--- src/rtl/am_pkg.sv ---
// Shared types, constants and helpers for the CORDIC AM envelope detector.
package am_pkg;

    localparam int unsigned CORDIC_GUARD   = 2;
    localparam int unsigned CORDIC_K       = 39797;
    localparam int unsigned CORDIC_K_SHIFT = 16;
    localparam int unsigned CORDIC_K_W     = 17;

    typedef enum logic [2:0] {
        IDLE,
        PREP,
        ROT,
        SCALE,
        OUT
    } state_t;

    // Clamp a signed value into the range of a w-bit two's complement word.
    function automatic logic signed [63:0] sat_s(input logic signed [63:0] v,
                                                 input int unsigned w);
        logic signed [63:0] hi;
        logic signed [63:0] lo;
        hi = (64'sd1 <<< (w - 1)) - 64'sd1;
        lo = -(64'sd1 <<< (w - 1));
        if (v > hi) begin
            return hi;
        end else if (v < lo) begin
            return lo;
        end
        return v;
    endfunction

endpackage

--- src/rtl/cordic_mag_iter.sv ---
// Iterative vectoring CORDIC: one micro-rotation per clock, x converges to gain*|v|.
module cordic_mag_iter #(
    parameter int unsigned W    = 18,
    parameter int unsigned ITER = 14
) (
    input  logic                clk,
    input  logic                rst_n,
    input  logic                start,
    input  logic signed [W-1:0] x0,
    input  logic signed [W-1:0] y0,
    output logic                done_c,
    output logic signed [W-1:0] x
);

    localparam int unsigned KW = (ITER > 1) ? $clog2(ITER) : 1;

    logic signed [W-1:0] y;
    logic [KW-1:0]       k;
    logic                run;

    // Last rotation is in progress this cycle.
    assign done_c = run && (k == KW'(ITER - 1));

    // Load folded operands on start, then rotate towards y=0 until the last step.
    always_ff @(posedge clk or negedge rst_n) begin
        if (!rst_n) begin
            x   <= '0;
            y   <= '0;
            k   <= '0;
            run <= 1'b0;
        end else if (start) begin
            x   <= (x0 < 0) ? -x0 : x0;
            y   <= (y0 < 0) ? -y0 : y0;
            k   <= '0;
            run <= 1'b1;
        end else if (run) begin
            if (y >= 0) begin
                x <= x + (y >>> k);
                y <= y - (x >>> k);
            end else begin
                x <= x - (y >>> k);
                y <= y + (x >>> k);
            end
            k <= k + KW'(1);
            if (done_c) begin
                run <= 1'b0;
            end
        end
    end

endmodule

--- src/rtl/am_demod_cordic.sv ---
// AM envelope detector: CORDIC magnitude, gain compensation, optional DC blocker.
module am_demod_cordic
    import am_pkg::*;
#(
    parameter int unsigned DATA_W    = 16,
    parameter int unsigned ITER      = 14,
    parameter int unsigned DC_SHIFT  = 10,
    parameter int unsigned GAIN_COMP = 1
) (
    input  logic                     CLK,
    input  logic                     RSTb,
    input  logic signed [DATA_W-1:0] i_in,
    input  logic signed [DATA_W-1:0] q_in,
    input  logic                     in_tick,
    input  logic                     dc_en,
    output logic signed [DATA_W-1:0] demod_out,
    output logic                     out_tick,
    output logic                     busy,
    output logic                     overrun
);

    localparam int unsigned W  = DATA_W + CORDIC_GUARD;
    localparam int unsigned PW = W + CORDIC_K_W;
    localparam int unsigned AW = DATA_W + DC_SHIFT + 1;

    state_t                   state;
    state_t                   state_d;
    logic                     start;
    logic                     done_c;
    logic signed [W-1:0]      cx;
    logic signed [DATA_W-1:0] i_cap;
    logic signed [DATA_W-1:0] q_cap;
    logic signed [DATA_W-1:0] mag;
    logic signed [AW-1:0]     acc;
    logic signed [PW-1:0]     prod;
    logic signed [PW-1:0]     scaled;
    logic signed [63:0]       mag_wide;
    logic signed [DATA_W-1:0] mag_c;
    logic signed [AW-1:0]     d_c;
    logic signed [DATA_W-1:0] d_sat;

    cordic_mag_iter #(
        .W    (W),
        .ITER (ITER)
    ) u_cordic (
        .clk    (CLK),
        .rst_n  (RSTb),
        .start  (start),
        .x0     (W'(i_cap)),
        .y0     (W'(q_cap)),
        .done_c (done_c),
        .x      (cx)
    );

    // State register.
    always_ff @(posedge CLK or negedge RSTb) begin
        if (!RSTb) begin
            state <= IDLE;
        end else begin
            state <= state_d;
        end
    end

    // Next-state logic; PREP kicks off the CORDIC.
    always_comb begin
        state_d = state;
        start   = 1'b0;
        case (state)
            IDLE:    if (in_tick) state_d = PREP;
            PREP: begin
                start   = 1'b1;
                state_d = ROT;
            end
            ROT:     if (done_c) state_d = SCALE;
            SCALE:   state_d = OUT;
            OUT:     state_d = IDLE;
            default: state_d = IDLE;
        endcase
    end

    // Gain compensation and clamp of the CORDIC result to the positive output range.
    always_comb begin
        prod = PW'(cx) * $signed(PW'(CORDIC_K));
        if (GAIN_COMP != 0) begin
            scaled = prod >>> CORDIC_K_SHIFT;
        end else begin
            scaled = PW'(cx);
        end
        mag_wide = sat_s(64'(scaled), DATA_W);
        if (mag_wide < 0) begin
            mag_wide = '0;
        end
        mag_c = DATA_W'(mag_wide);
    end

    // DC blocker: subtract the running mean tracked in acc.
    always_comb begin
        d_c   = AW'(mag) - (acc >>> DC_SHIFT);
        d_sat = DATA_W'(sat_s(64'(d_c), DATA_W));
    end

    // Capture, scaling, DC accumulator and registered status/outputs.
    always_ff @(posedge CLK or negedge RSTb) begin
        if (!RSTb) begin
            i_cap     <= '0;
            q_cap     <= '0;
            mag       <= '0;
            acc       <= '0;
            demod_out <= '0;
            out_tick  <= 1'b0;
            busy      <= 1'b0;
            overrun   <= 1'b0;
        end else begin
            out_tick <= 1'b0;
            busy     <= (state_d != IDLE);
            if (in_tick && busy) begin
                overrun <= 1'b1;
            end
            if (state == IDLE && in_tick) begin
                i_cap <= i_in;
                q_cap <= q_in;
            end
            if (state == SCALE) begin
                mag <= mag_c;
            end
            if (state == OUT) begin
                out_tick <= 1'b1;
                if (dc_en) begin
                    acc       <= acc + d_c;
                    demod_out <= d_sat;
                end else begin
                    acc       <= '0;
                    demod_out <= mag;
                end
            end
        end
    end

endmodule

--- config.mk ---
export PLATFORM = sky130hd
export DESIGN_NAME = am_demod_cordic
export DESIGN_NICKNAME = d
export VERILOG_FILES = /design/src/rtl/am_pkg.sv /design/src/rtl/cordic_mag_iter.sv /design/src/rtl/am_demod_cordic.sv
export SDC_FILE = /design/constraint.sdc
export NUM_CORES = 1
export LEC_CHECK = 0
export ABC_AREA = 0
export CAP_MARGIN = 20
export CORE_AREA = 2 2 215 217
export CTS_BUF_LIST = sky130_fd_sc_hd__clkbuf_8
export CTS_CLUSTER_DIAMETER = 120
export CTS_CLUSTER_SIZE = 28
export DETAILED_ROUTE_END_ITERATION = 10
export DIE_AREA = 0 0 217 219
export HOLD_SLACK_MARGIN = 0.06
export PLACE_DENSITY = 0.58
export RECOVER_POWER = 25
export SYNTH_ARGS = -nofsm -noshare
export SYNTH_HDL_FRONTEND = slang
export SYNTH_SLANG_ARGS = --single-unit
--- constraint.sdc ---
create_clock -name CLK -period 8.3 [get_ports CLK]
set_clock_uncertainty 0.05 [all_clocks]
set_input_delay 0.83 -clock CLK [delete_from_list [all_inputs] [get_ports CLK]]
set_output_delay 0.83 -clock CLK [all_outputs]
set_load 0.02 [all_outputs]
* Yosys cells after proc, flatten, opt, wreduce, memory -nomap -nowiden
Cells that the tools add are included.
** Storage, ports and cells
- Flip-flop bits (word level) :: 138
- Bits of input ports :: 36
- Output and inout port bits :: 19
- Word-level logic and storage cells :: 75
** Cells by class
- $add $sub $neg :: 9
- Multipliers :: 1
- Magnitude comparators :: 8
- Equality and inequality tests :: 5
- Shift-type cells :: 2
- Muxes and demuxes :: 31
- Reductions and logical operators :: 6
** Operators by type and width (number)
- two-way mux 64 bit :: 3
- two-way mux 18 bit :: 8
- two-way mux 16 bit :: 5
- less-than comparator 64 x 1 -> 1 bit, second input constant :: 1
- adder 18 bit :: 2
- negation 16 -> 18 bit :: 2
- >>> shifter 18 x 4 -> 18 bit :: 2
- subtractor 18 bit :: 2
- multiplier 18 x 17 -> 35 bit, second input constant :: 1
- less-than comparator 16 x 1 -> 1 bit, second input constant :: 2
- adder 27 x 18 -> 27 bit :: 1
- two-way mux 27 bit :: 1
- greater-than comparator 19 x 16 -> 1 bit, second input constant :: 1
- less-than comparator 19 x 16 -> 1 bit, second input constant :: 1
- >= comparator 18 x 1 -> 1 bit, second input constant :: 1
- greater-than comparator 18 x 16 -> 1 bit, second input constant :: 1
- less-than comparator 18 x 16 -> 1 bit, second input constant :: 1
- subtractor 16 x 17 -> 18 bit :: 1
- one-hot mux 3 bit (4 select lines) :: 1
- two-way mux 1 bit :: 9
- two-way mux 4 bit :: 2
- == test 3 x 2 -> 1 bit, second input constant :: 2
- two-way mux 3 bit :: 2
- adder 4 x 1 -> 4 bit, second input constant :: 1
- other kinds (7) :: 9

* Depth between registers and ports, before layout
Gate-level depths: netlist of run 1.
- Depth after elaboration :: 7
- Gate-level depth with buffers :: 24
- Depth with buffers taken out :: 23

* Cells and area by module
From an unflattened synthesis of run 1, not the netlist that was laid out.
** Unflattened totals
- Cell total of the unflattened synthesis :: 2108
- Area, all modules :: 19122.1 um^2
** By module, submodules not included
- am_demod_cordic :: instances 1, cells an instance 1238, area each 12157.9 um^2
- cordic_mag_iter :: instances 1, cells an instance 870, area each 6964.2 um^2

* Worst setup path after synthesis of run 1
No wires, ideal clock.
- Path type :: reg2reg
- Start :: reg u_cordic.x[17]
- End :: reg mag[10]
- Setup time :: 134 ps
- Arrival :: 6291 ps
- Required time :: 8116 ps
- Slack :: 1826 ps
- Cell stages (with the launch flop) :: 22
- Path buffers :: 1
- Clock period less this slack :: 6474 ps
- Cell sequence :: dfrtp_1 ha_1 fa_1 inv_1 fa_1 fa_1 fa_1 inv_1 fa_1 inv_1 ha_1 nand2_1 nor2_1 nand3_1 a2111oi_0 nor3_1 o31ai_1 a21oi_1 or3_1 nand3_1 clkbuf_1 o21ai_0
** Between the ends
- Cells in the longest elaborated chain, start to end :: 7
** Ends and longest elaborated chain
- start, declared :: line cordic_mag_iter.sv:12 : output logic signed [W-1:0] x
- start signal, assigned :: line cordic_mag_iter.sv:32 : x <= (x0 < 0) ? -x0 : x0;
- start signal, assigned :: line cordic_mag_iter.sv:38 : x <= x + (y >>> k);
- start signal, assigned :: line cordic_mag_iter.sv:41 : x <= x - (y >>> k);
- multiplier 18 x 17 -> 35 bit (*) :: line am_demod_cordic.sv:83 : prod = PW'(cx) * $signed(PW'(CORDIC_K));
- less-than comparator 19 x 16 -> 1 bit :: line am_pkg.sv:26 : end else if (v < lo) begin
- two-way mux 1 bit :: line am_pkg.sv:26
- two-way mux 1 bit :: line am_pkg.sv:24 : if (v > hi) begin
- two-way mux 64 bit (*) :: line am_pkg.sv:29 : return v;
- less-than comparator 64 x 1 -> 1 bit :: line am_demod_cordic.sv:90 : if (mag_wide < 0) begin
- two-way mux 16 bit (*) :: line am_demod_cordic.sv:90
- end signal, assigned :: line am_demod_cordic.sv:124 : mag <= mag_c;
- end, declared :: line am_demod_cordic.sv:33 : logic signed [DATA_W-1:0] mag;
Every way passes the cells marked *; elsewhere a longest branch is shown, timed or not.
A chain may end at the register's enable or synchronous reset.

* Worst setup path in the final report of run 1
- Start :: reg u_cordic.x[14]
- End :: reg mag[5]
Same word-level chain as after synthesis.

==> qor_table.md, run 1 <==
| Group | Result | Value |
|---|---|---|
| global route | Total global routing track utilization | 19.7% |
| final layout | Number of antenna repair diodes | 0 |
| synthesis | Top_reg_cell synth | sky130_fd_sc_hd__dfrtp_1 |
| place | Routability congestion estimate | 0.904 |
| clocking | Clock tree sinks | 138 |
| worst hold path | Startpoint of the worst hold path | overrun$_DFFE_PN0P_ |
| synthesis | Commonest cells in the synthesized netlist | sky130_fd_sc_hd__inv_1, sky130_fd_sc_hd__ha_1, sky130_fd_sc_hd__nand2_1 |
| timing | Time the worst path needs with I/O delays and setup | 7210 ps |
| critical path | Data required, critical path | 8630 ps |
| synthesis | Gate Count Post-Synth | 1983 |
| job | Number of maximum-capacitance violations | 1 |
| clocking | Resized cells post-CTS | 0 |
| synthesis | Number of distinct library cell variants in the gate-level netlist after synthesis | 73 |
| critical path | Kind of critical path | flop to flop |
| global route | First-pass GRT wire length | 75000 um |
| routing | Antenna-violating nets left | 0 |
| run status | Violated checks | max-capacitance violations, max-slew violations |
| synthesis | Biggest area contributors in the synthesized netlist | sky130_fd_sc_hd__dfrtp_1, sky130_fd_sc_hd__ha_1, sky130_fd_sc_hd__fa_1, sky130_fd_sc_hd__inv_1, sky130_fd_sc_hd__mux4_2 |
| global route | Global-route layer with the greatest usage | met2 |
| critical path | Delay of the slowest cell on the worst path | 760 ps |
| critical path | Reg2Reg Setup Slack | 1090 ps |
| synthesis | Cell with the most instances after synthesis | sky130_fd_sc_hd__inv_1 |
| global route | Vias in the first global route | 14300 |
| timing | Actual slew at the worst max-slew pin | 5280 ps |
| final layout | Post-layout nets | 2413 |
| clocking | Clock tree root driver cell | sky130_fd_sc_hd__clkbuf_8 |
| floorplanning | I/O pin count | 55 |
| routing | Number of detailed-route iterations in the first pass | 5 |
| floorplanning | Area inside the core boundary | 45100 um^2 |
| timing | Setup tns final | 0 ps |
| clocking | Number of post-CTS setup repair buffers | 0 |
| floorplanning | Die Ht | 219 um |
| timing | Max-slew violations | 92 |
| global route | Pin count of the biggest net entering global routing | 92 |
| critical path | Reg2reg start | u_cordic.x[14]$_DFFE_PN0P_ |
| synthesis | Yosys warning total | 0 |
| worst hold path | Type of the most critical hold path | flop to flop |
| synthesis | Net Count, Synth | 2381 |
| clocking | Number of buffers added to fix hold violations after cts | 0 |
| routing | Overall via count from detail_route | 14100 |
| final layout | Post-Layout Cell Count | 2628 |
| floorplanning | Horiz. Die Dim | 217 um |
| synthesis | EDFF count, synth | 0 |
| clocking | CTS tree | done |
| critical path | CP Launch Type | flop |
| floorplanning | Site Rows | 78 |
| critical path | Most used cell along the critical path | sky130_fd_sc_hd__fa_1 |
| global route | Met2 GRT Util | 33.5% |
| routing | Iteration-0 DRC count of the detailed router | 918 |
| routing | Via/cell ratio | 5.38 |
| synthesis | Synth Cell Area | 17900 um^2 |
| timing | Max Fclk | 0.139 GHz |
| critical path | Crit Path Max Fanout | 15 |
| critical path | Worst path cell trace | ha_1 -> inv_1 -> fa_1 -> inv_1 -> fa_1 -> fa_1 -> fa_1 -> inv_1 -> fa_1 -> inv_1 -> ha_1 -> nand2_1 -> nor2_1 -> nand3_1 -> a2111oi_2 -> nor3_1 -> o31ai_1 -> a21oi_1 -> or3_1 -> nand3_1 -> o21ai_0 |
| timing | Hold Vio Cnt, Final | 0 |
| global route | Initial antenna violation count | 0 |
| synthesis | Average cell area after synthesis | 9.05 um^2 |
| routing | Final wirelength | 45300 um |
| clocking | Buffer levels on the longest clock path | 2 |
| synthesis | Yosys top cell area share | 19.2% |
| timing | Setup repair after global routing missed its margin | false |
| timing | Final-report setup violation count | 0 |
| global route | Total congestion overflow after global routing | 0 |
| timing | Share of the cycle needed by the critical path after routing | 86.8% |
| floorplanning | Die Footprint | 47500 um^2 |
| critical path | Slowest library cell on the worst path | sky130_fd_sc_hd__a2111oi_2 |
| place | Number of instances in the placed design | 2595 |
| synthesis | Async SR Flop Fraction | 100% |
| timing | Min setup slack post-route | 1090 ps |
| synthesis | Total of flip-flops plus latches after synthesis | 138 |
| clocking | Clock buffers created by TritonCTS | 17 |
| place | Worst setup timing slack at the placement stage | 789 ps |
| final layout | Filler Cells Inserted | 4522 |
| clocking | Clock insertion delay at the later pin of the skew report | 530 ps |
| critical path | Family with the most delay on the worst path | adder cells |
| synthesis | Library cell occupying the most area in the post-synthesis netlist | sky130_fd_sc_hd__dfrtp_1 |
| global route | GR Layer Usage met3 | 2.51% |
| place | Port bufs | 54 |
| clocking | H-Tree Depth | 4 |
| run status | Run status | complete, but fails checks |
| routing | Residual DRC | 0 |
| critical path | Worst path arrival time | 7530 ps |
| final layout | Fin util | 43.3% |
| floorplanning | Initial core utilization | 39.8% |
| critical path | Element type at the critical path end | flop |
| final layout | Layout cells sized above 1 | 7.40% |
| routing | DR WL/cell | 17.3 um |
| final layout | Layout overhead on the synthesized area | 8.90% |
| global route | Global-route met1 utilization | 26.4% |
| place | Post-detail-place hpwl | 35600 um |
| clocking | Clock-pin slew of the registers on the worst-case setup and hold paths | 90 ps |
| critical path | Worst setup path start | u_cordic.x[14]$_DFFE_PN0P_ |
| timing | Slew headroom | -252% |
| critical path | Worst path bufs/invs | 4 |
| synthesis | Sequential element share of the synthesized area | 19.2% |
## layout make-up
type                       count  area, um^2  area share (%)
inverter                     296        1110            5.69
sequential                   138        3460            17.7
tap                          600         751            3.84
multi-input combinational   1483       13100            67.2
clock inverter                15         133           0.679
clock buffer                  17         234            1.20
timing repair buffer          79         722            3.70
## flip-flops by register name, summed over array words and instances, names as in the netlist, 3 cells and up
| register | cells |
|---|---|
| acc | 27 |
| u_cordic.x | 18 |
| u_cordic.y | 18 |
| demod_out | 16 |
| i_cap | 16 |
| mag | 16 |
| q_cap | 16 |
| u_cordic.k | 4 |
| state | 3 |
## per-layer routing
layer  vias up  part of all wire [%]
met5         -                     0
met4         0                   1.9
met3        56                   3.4
met2       253                    48
met1      6946                    47
li1       6892                     -
## cell families after synthesis
group                      count (synthesis)  synth area share (%)
and+or+nand+nor                          443                  11.5
AOI/OAI and AO/OA                        440                  15.6
buffers and inverters                    362                  7.64
adders and majority gates                362                  31.1
DFF                                      138                  19.2
xor gates and xnor gates                 129                  6.30
muxes                                    109                  8.63
## path summary, 6_finish.rpt
| check | to | cells past startpoint |
|---|---|---|
| worst max-delay path | mag[5]$_DFFE_PN0N_ | 21 |
| worst min-delay path | overrun$_DFFE_PN0P_ | 1 |
| worst max register to register | mag[5]$_DFFE_PN0N_ | 21 |
| worst min register to register | overrun$_DFFE_PN0P_ | 1 |
| max in group asynchronous | u_cordic.x[1]$_DFFE_PN0P_ | 1 |
| min in group asynchronous | acc[0]$_DFFE_PN0P_ | 1 |
## layout by cell type, fill, tap and decap left out, drive strengths merged, types with 34 or more instances in the layout
master,instances
o21ai,132
xnor2,80
a21oi,90
inv,303
nand2,149
clkdlybuf4s50,52
mux2i,34
a21o,42
nor3,50
fa,139
dfrtp,138
nor2,112
mux2,43
xor2,49
ha,223
## per-stage QoR
step	instance area, um^2	hold slack, ps
after floorplan	17900	395
after global placement	19200	389
after detailed placement	19200	399
after CTS	19500	355
after global routing	19500	450
final	19500	415
## worst register-to-register path, stage by stage (launching register included)
cell and delay [ps]:
sky130_fd_sc_hd__dfrtp_1 600, sky130_fd_sc_hd__ha_1 470, sky130_fd_sc_hd__inv_1 80, sky130_fd_sc_hd__fa_1 550, sky130_fd_sc_hd__inv_1 60, sky130_fd_sc_hd__fa_1 510
sky130_fd_sc_hd__fa_1 440, sky130_fd_sc_hd__fa_1 540, sky130_fd_sc_hd__inv_1 50, sky130_fd_sc_hd__fa_1 520, sky130_fd_sc_hd__inv_1 40, sky130_fd_sc_hd__ha_1 350
sky130_fd_sc_hd__nand2_1 100, sky130_fd_sc_hd__nor2_1 130, sky130_fd_sc_hd__nand3_1 190, sky130_fd_sc_hd__a2111oi_2 760, sky130_fd_sc_hd__nor3_1 210, sky130_fd_sc_hd__o31ai_1 400
sky130_fd_sc_hd__a21oi_1 130, sky130_fd_sc_hd__or3_1 310, sky130_fd_sc_hd__nand3_1 390, sky130_fd_sc_hd__o21ai_0 190
Power of run 1 is not shown: default switching activity piles up to over one toggle a cycle in this logic, so the estimate is an artifact.
==> run 2: changes to the inputs <==
==> constraint.sdc (replaced) <==
create_clock -name CLK -period 8.3 [get_ports CLK]
set_clock_uncertainty 0.05 [all_clocks]
set_input_delay 1.66 -clock CLK [delete_from_list [all_inputs] [get_ports CLK]]
set_output_delay 1.66 -clock CLK [all_outputs]
set_load 0.02 [all_outputs]
==> run 2 against run 1 <==
The flow still finishes with violations (max-capacitance violations, max-slew violations). Via count about the same. Non-clock buffer count unchanged. Global-route usage unchanged. First-iteration DRC count unchanged. Clock-buffer cell count unchanged. Die area unchanged.
==> qor_table.md, run 2 (same netlist as run 1, synthesis figures left out) <==
| Group | Result | Value | Change |
|---|---|---|---|
| global route | Total global routing track utilization | 19.7% | unchanged |
| clocking | Resized cells post-CTS | 0 | unchanged |
| final layout | Post-Layout Cell Count | 2628 | unchanged |
| floorplanning | Area inside the core boundary | 45100 um^2 | unchanged |
| timing | Max-slew violations | 184 | +100% |
| worst hold path | Number of cells on the worst hold path | 1 | unchanged |
| final layout | Post-layout nets | 2413 | unchanged |
| timing | Hold Vio Cnt, Final | 0 | unchanged |
| job | Number of maximum-capacitance violations | 3 | +2 |
| critical path | Reg2reg start | u_cordic.x[14]$_DFFE_PN0P_ |  |
| routing | Antenna-violating nets left | 0 | unchanged |
| floorplanning | Horiz. Die Dim | 217 um | unchanged |
| final layout | Largest registers in the final layout | acc (27), u_cordic.x (18), u_cordic.y (18) |  |
| place | Number of instances in the placed design | 2595 | unchanged |
| final layout | Most common cell after layout, fill and taps aside | sky130_fd_sc_hd__inv_1 |  |
| critical path | Logic depth of the worst register-to-register path | 21 | unchanged |
| floorplanning | Initial core utilization | 39.8% | unchanged |
| floorplanning | I/O pin count | 55 | unchanged |
| timing | Final-report setup violation count | 0 | unchanged |
| clocking | Clock-pin slew of the registers on the worst-case setup and hold paths | 90 ps | about the same |
| critical path | Terminus of the critical flop-to-flop path | mag[5]$_DFFE_PN0N_ |  |
| global route | Initial antenna violation count | 0 | unchanged |
| clocking | CTS tree | done |  |
| run status | Run status | complete, but fails checks |  |
| routing | Number of detailed-route iterations in the first pass | 5 | unchanged |
| timing | Share of the cycle needed by the critical path after routing | 86.9% | about the same |
| clocking | Clock insertion delay at the later pin of the skew report | 530 ps | about the same |
| routing | Overall via count from detail_route | 14100 | -0.035% |
| place | Routability congestion estimate | 0.904 | unchanged |
| critical path | Reg2Reg Setup Slack | 1090 ps | about the same |
| clocking | H-Tree Depth | 4 | unchanged |
| timing | Actual slew at the worst max-slew pin | 5270 ps | -4.02 ps |
| final layout | Number of antenna repair diodes | 0 | unchanged |
| final layout | Layout overhead on the synthesized area | 8.84% | about the same |
| clocking | Clock tree sinks | 138 | unchanged |
| timing | Setup repair after global routing missed its margin | false |  |
| routing | DR WL/cell | 17.3 um | about the same |
| routing | Via/cell ratio | 5.38 | about the same |
| final layout | Register with the most flip-flops | acc |  |
| timing | Max Fclk | 0.139 GHz | about the same |
| final layout | Commonest cells after routing, fill and taps aside | sky130_fd_sc_hd__inv_1, sky130_fd_sc_hd__ha_1, sky130_fd_sc_hd__nand2_1, sky130_fd_sc_hd__fa_1, sky130_fd_sc_hd__dfrtp_1 |  |
| clocking | Clock tree root driver cell | sky130_fd_sc_hd__clkbuf_8 |  |
| global route | First-pass GRT wire length | 75000 um | unchanged |
| place | Post-detail-place hpwl | 35600 um | unchanged |
| global route | Pin count of the biggest net entering global routing | 92 | unchanged |
| run status | Violated checks | max-capacitance violations, max-slew violations |  |
| floorplanning | Die Footprint | 47500 um^2 | unchanged |
| critical path | Element type at the critical path end | flop |  |
| timing | Time the worst path needs with I/O delays and setup | 7210 ps | +1.91 ps |
| routing | Residual DRC | 0 | unchanged |
| critical path | Worst path arrival time | 7540 ps | about the same |
| worst hold path | Type of the most critical hold path | flop to flop |  |
| critical path | Crit Path Max Fanout | 15 | unchanged |
| global route | Vias in the first global route | 14300 | unchanged |
| critical path | Data required, critical path | 8630 ps | about the same |
| critical path | CP Launch Type | flop |  |
| worst hold path | Hold Crit Endpoint | overrun$_DFFE_PN0P_ |  |
| critical path | Kind of critical path | flop to flop |  |
| worst hold path | Startpoint of the worst hold path | overrun$_DFFE_PN0P_ |  |
| floorplanning | Site Rows | 78 | unchanged |
| final layout | Filler Cells Inserted | 4526 | +0.088% |
| clocking | Number of buffers added to fix hold violations after cts | 0 | unchanged |
| place | Port bufs | 54 | unchanged |
| final layout | Max reg flops | 27 | unchanged |
| clocking | Number of post-CTS setup repair buffers | 0 | unchanged |
| routing | Final wirelength | 45300 um | about the same |
| final layout | Layout cells sized above 1 | 7.25% | -0.15 points |
| clocking | Clock buffers created by TritonCTS | 17 | unchanged |
| floorplanning | Die Ht | 219 um | unchanged |
| clocking | Buffer levels on the longest clock path | 2 | unchanged |
| routing | Iteration-0 DRC count of the detailed router | 918 | unchanged |
| timing | Slew headroom | -252% | +0.27 points |
| global route | Total congestion overflow after global routing | 0 | unchanged |
[run 2: changes by cell type in the layout (fill, tap and decap cells not counted)]
cell                       delta
sky130_fd_sc_hd__clkbuf_1     +3
sky130_fd_sc_hd__buf_4        -3
[run 2: stage by stage]
stage                     utilization [%]  hold slack [ps]  worst slack (ps)  setup TNS [ps]  instance area [um^2]
after floorplan                         -              395              1830               0                 17900
after global placement               42.5              389             -15.4           -32.4                 19200
after detailed placement             42.5              399               789               0                 19200
after CTS                            43.3              421               784               0                 19500
after global routing                 43.3              450               617               0                 19500
final                                43.3              415              1090               0                 19500
[run 2: metal layers]
metal  track usage, %  share of wire (%)  vias to the layer above
li1                 -                  -                     6893
met1             26.4                 46                     6934
met2             33.5                 48                      260
met3             2.51                3.5                       55
met4             5.48                1.8                        0
met5                0                  0                        -
[run 2: worst max-delay path by stage]
stage                               startpoint  depth (start not counted)  slack, ps                  end
finish              u_cordic.x[14]$_DFFE_PN0P_                         21       1090   mag[5]$_DFFE_PN0N_
global route        u_cordic.x[14]$_DFFE_PN0P_                         21        620   mag[8]$_DFFE_PN0N_
CTS                 u_cordic.x[16]$_DFFE_PN0P_                         21        780   mag[5]$_DFFE_PN0N_
detailed placement  u_cordic.x[14]$_DFFE_PN0P_                         21        790   mag[6]$_DFFE_PN0N_
global placement    u_cordic.x[14]$_DFFE_PN0P_                         21        -20  mag[14]$_DFFE_PN0N_
floorplan           u_cordic.x[17]$_DFFE_PN0P_                         21       1830  mag[10]$_DFFE_PN0N_
[run 2: cell type report]
class                      count  area, um^2  share of cell area [%]
timing repair buffer          79         711                    3.64
multi-input combinational   1483       13100                    67.2
clock buffer                  17         234                    1.20
inverter                     296        1110                    5.69
clock inverter                15         133                   0.679
tap                          600         751                    3.84
sequential                   138        3460                    17.7
[run 2: critical path: stages, from the launching register on]
cell and delay, ps:
sky130_fd_sc_hd__dfrtp_1 600, sky130_fd_sc_hd__ha_1 460, sky130_fd_sc_hd__inv_1 80, sky130_fd_sc_hd__fa_1 550, sky130_fd_sc_hd__inv_1 60, sky130_fd_sc_hd__fa_1 510, sky130_fd_sc_hd__fa_1 440, sky130_fd_sc_hd__fa_1 540
sky130_fd_sc_hd__inv_1 50, sky130_fd_sc_hd__fa_1 520, sky130_fd_sc_hd__inv_1 40, sky130_fd_sc_hd__ha_1 350, sky130_fd_sc_hd__nand2_1 90, sky130_fd_sc_hd__nor2_1 120, sky130_fd_sc_hd__nand3_1 190, sky130_fd_sc_hd__a2111oi_2 760
sky130_fd_sc_hd__nor3_1 200, sky130_fd_sc_hd__o31ai_1 400, sky130_fd_sc_hd__a21oi_1 130, sky130_fd_sc_hd__or3_1 310, sky130_fd_sc_hd__nand3_1 390, sky130_fd_sc_hd__o21ai_0 190
Power of run 2 is left out for the same reason.
==> run 3: changes to the inputs <==
--- a/config.mk
+++ b/config.mk
@@ -18,2 +18,3 @@
 export RECOVER_POWER = 25
+export SETUP_SLACK_MARGIN = 0.1
 export SYNTH_ARGS = -nofsm -noshare
==> constraint.sdc (replaced) <==
create_clock -name CLK -period 8.3 [get_ports CLK]
set_clock_uncertainty 0.05 [all_clocks]
set_input_delay 2.075 -clock CLK [delete_from_list [all_inputs] [get_ports CLK]]
set_output_delay 2.075 -clock CLK [all_outputs]
set_load 0.02 [all_outputs]
==> run 3 against run 2 <==
The flow still finishes with violations (max-capacitance violations, max-slew violations). Wire length is essentially flat. Cell area is essentially flat. Hold slack is essentially flat. Final cell count is the same. Clock-buffer cell count is the same. Non-clock buffer count is the same. Worst setup slack is the same. Via count is the same. Flip-flop and latch count is the same. Core utilization is essentially flat. Critical path type unchanged.
==> qor_table.md, run 3 (same netlist as run 1, synthesis figures left out) <==
| Group | Result | Value | Change |
|---|---|---|---|
| critical path | Slowest library cell on the worst path | sky130_fd_sc_hd__a2111oi_2 |  |
| job | Number of maximum-capacitance violations | 4 | +1 |
| routing | Residual DRC | 0 | unchanged |
| final layout | Fin util | 43.3% | about the same |
| timing | Share of the cycle needed by the critical path after routing | 86.9% | unchanged |
| timing | Max Fclk | 0.139 GHz | unchanged |
| routing | Number of detailed-route iterations in the first pass | 5 | unchanged |
| floorplanning | Die Footprint | 47500 um^2 | unchanged |
| floorplanning | Area inside the core boundary | 45100 um^2 | unchanged |
| worst hold path | Type of the most critical hold path | flop to flop |  |
| final layout | Post-layout nets | 2413 | unchanged |
| critical path | Crit Path Max Fanout | 15 | unchanged |
| global route | Total congestion overflow after global routing | 0 | unchanged |
| timing | Slew headroom | -252% | unchanged |
| global route | Vias in the first global route | 14300 | unchanged |
| timing | Max-slew violations | 237 | +29% |
| final layout | Final Instance Area | 19500 um^2 | about the same |
| routing | Overall via count from detail_route | 14100 | unchanged |
| critical path | Data required, critical path | 8630 ps | about the same |
| critical path | CP Launch Type | flop |  |
| final layout | Register with the most flip-flops | acc |  |
| timing | Time the worst path needs with I/O delays and setup | 7210 ps | unchanged |
| final layout | Commonest cells after routing, fill and taps aside | sky130_fd_sc_hd__inv_1, sky130_fd_sc_hd__ha_1, sky130_fd_sc_hd__nand2_1, sky130_fd_sc_hd__fa_1, sky130_fd_sc_hd__dfrtp_1 |  |
| clocking | Number of buffers added to fix hold violations after cts | 0 | unchanged |
| critical path | Element type at the critical path end | flop |  |
| timing | Setup repair after global routing missed its margin | false |  |
| clocking | Clock tree root driver cell | sky130_fd_sc_hd__clkbuf_8 |  |
| place | Area after detailed placement | 19200 um^2 | unchanged |
| timing | Actual slew at the worst max-slew pin | 5270 ps | unchanged |
| run status | Run status | complete, but fails checks |  |
| critical path | Reg2reg start | u_cordic.x[14]$_DFFE_PN0P_ |  |
| worst hold path | Hold Crit Endpoint | overrun$_DFFE_PN0P_ |  |
| global route | First-pass GRT wire length | 75000 um | unchanged |
| routing | DR WL/cell | 17.3 um | about the same |
| final layout | Most common cell after layout, fill and taps aside | sky130_fd_sc_hd__inv_1 |  |
| timing | Final-report setup violation count | 0 | unchanged |
| critical path | Terminus of the critical flop-to-flop path | mag[5]$_DFFE_PN0N_ |  |
| final layout | Layout overhead on the synthesized area | 8.82% | about the same |
| global route | Initial antenna violation count | 0 | unchanged |
| routing | Via/cell ratio | 5.38 | unchanged |
| clocking | Clock-pin slew of the registers on the worst-case setup and hold paths | 90 ps | about the same |
| worst hold path | Startpoint of the worst hold path | overrun$_DFFE_PN0P_ |  |
| critical path | Delay of the slowest cell on the worst path | 760 ps | about the same |
| global route | Pin count of the biggest net entering global routing | 92 | unchanged |
| floorplanning | I/O pin count | 55 | unchanged |
| critical path | Kind of critical path | flop to flop |  |
| clocking | CTS tree | done |  |
| critical path | Worst path cell trace | ha_1 -> inv_1 -> fa_1 -> inv_1 -> fa_1 -> fa_1 -> fa_1 -> inv_1 -> fa_1 -> inv_1 -> ha_1 -> nand2_1 -> nor2_1 -> nand3_1 -> a2111oi_2 -> nor3_1 -> o31ai_1 -> a21oi_1 -> or3_1 -> nand3_1 -> o21ai_0 |  |
| worst hold path | Number of cells on the worst hold path | 1 | unchanged |
| final layout | Layout cells sized above 1 | 7.20% | -0.049 points |
| place | Post-detail-place hpwl | 35600 um | unchanged |
| run status | Violated checks | max-capacitance violations, max-slew violations |  |
| clocking | H-Tree Depth | 4 | unchanged |
| place | Port bufs | 54 | unchanged |
| clocking | Clock insertion delay at the later pin of the skew report | 530 ps | about the same |
| routing | Antenna-violating nets left | 0 | unchanged |
| critical path | Logic depth of the worst register-to-register path | 21 | unchanged |
| timing | Setup tns final | 0 ps | unchanged |
| floorplanning | Die Ht | 219 um | unchanged |
| final layout | Filler Cells Inserted | 4526 | unchanged |
| final layout | Max reg flops | 27 | unchanged |
| critical path | Worst path arrival time | 7540 ps | about the same |
| timing | Worst hold margin | 415 ps | -0.196 ps |
| clocking | Resized cells post-CTS | 0 | unchanged |
| final layout | Number of antenna repair diodes | 0 | unchanged |
| clocking | Clock buffers created by TritonCTS | 17 | unchanged |
| global route | Total global routing track utilization | 19.7% | unchanged |
| clocking | Clock tree sinks | 138 | unchanged |
| floorplanning | Horiz. Die Dim | 217 um | unchanged |
| timing | Hold Vio Cnt, Final | 0 | unchanged |
| routing | Iteration-0 DRC count of the detailed router | 918 | unchanged |
| critical path | Reg2Reg Setup Slack | 1090 ps | about the same |
| clocking | Buffer levels on the longest clock path | 2 | unchanged |
| floorplanning | Site Rows | 78 | unchanged |
| final layout | Largest registers in the final layout | acc (27), u_cordic.x (18), u_cordic.y (18) |  |
| critical path | Most used cell along the critical path | sky130_fd_sc_hd__fa_1 |  |
| floorplanning | Initial core utilization | 39.8% | unchanged |
| clocking | Number of post-CTS setup repair buffers | 0 | unchanged |
| place | Routability congestion estimate | 0.904 | unchanged |
| routing | Final wirelength | 45300 um | about the same |
## run 3: worst max-delay path by stage
stage / endpoint / start / depth (start not counted) / slack [ps]
final: mag[5]$_DFFE_PN0N_ / u_cordic.x[14]$_DFFE_PN0P_ / 21 / 1090
after global routing: mag[8]$_DFFE_PN0N_ / u_cordic.x[14]$_DFFE_PN0P_ / 21 / 620
after CTS: mag[5]$_DFFE_PN0N_ / u_cordic.x[16]$_DFFE_PN0P_ / 21 / 780
after detailed placement: mag[6]$_DFFE_PN0N_ / u_cordic.x[14]$_DFFE_PN0P_ / 21 / 790
after global placement: mag[14]$_DFFE_PN0N_ / u_cordic.x[14]$_DFFE_PN0P_ / 21 / -20
after floorplan: mag[10]$_DFFE_PN0N_ / u_cordic.x[17]$_DFFE_PN0P_ / 21 / 1830
## run 3: worst max-delay path: cells and delay by family, from the launching register on
family / cells / cell delay, ps
adders and majority gates: 7 / 3370
AOI/OAI and AO/OA: 4 / 1480
DFF: 1 / 600
buffers and inverters: 4 / 230
and+or+nand+nor: 6 / 1300
## run 3: per-stage QoR
stage	std cells	worst slack, ps
after floorplan	1983	1830
final	2628	1090
after detailed placement	2595	789
after global routing	2628	617
after CTS	2627	784
after global placement	2595	-15.4
## run 3: metal layers
metal | global-route usage (%) | up-vias | wire length [um]
li1 | - | 6893 | -
met1 | 26.4 | 6934 | 21100
met2 | 33.5 | 260 | 21900
met3 | 2.51 | 55 | 1570
met4 | 5.48 | 0 | 830
met5 | 0 | - | 0
## run 3: cell type report
cell class                 count  area, um^2  area share [%]
sequential                   138        3460            17.7
timing repair buffer          79         707            3.62
multi-input combinational   1483       13100            67.3
clock buffer                  17         234            1.20
clock inverter                15         133           0.679
tap                          600         751            3.85
inverter                     296        1110            5.69
Power of run 3 is left out for the same reason.
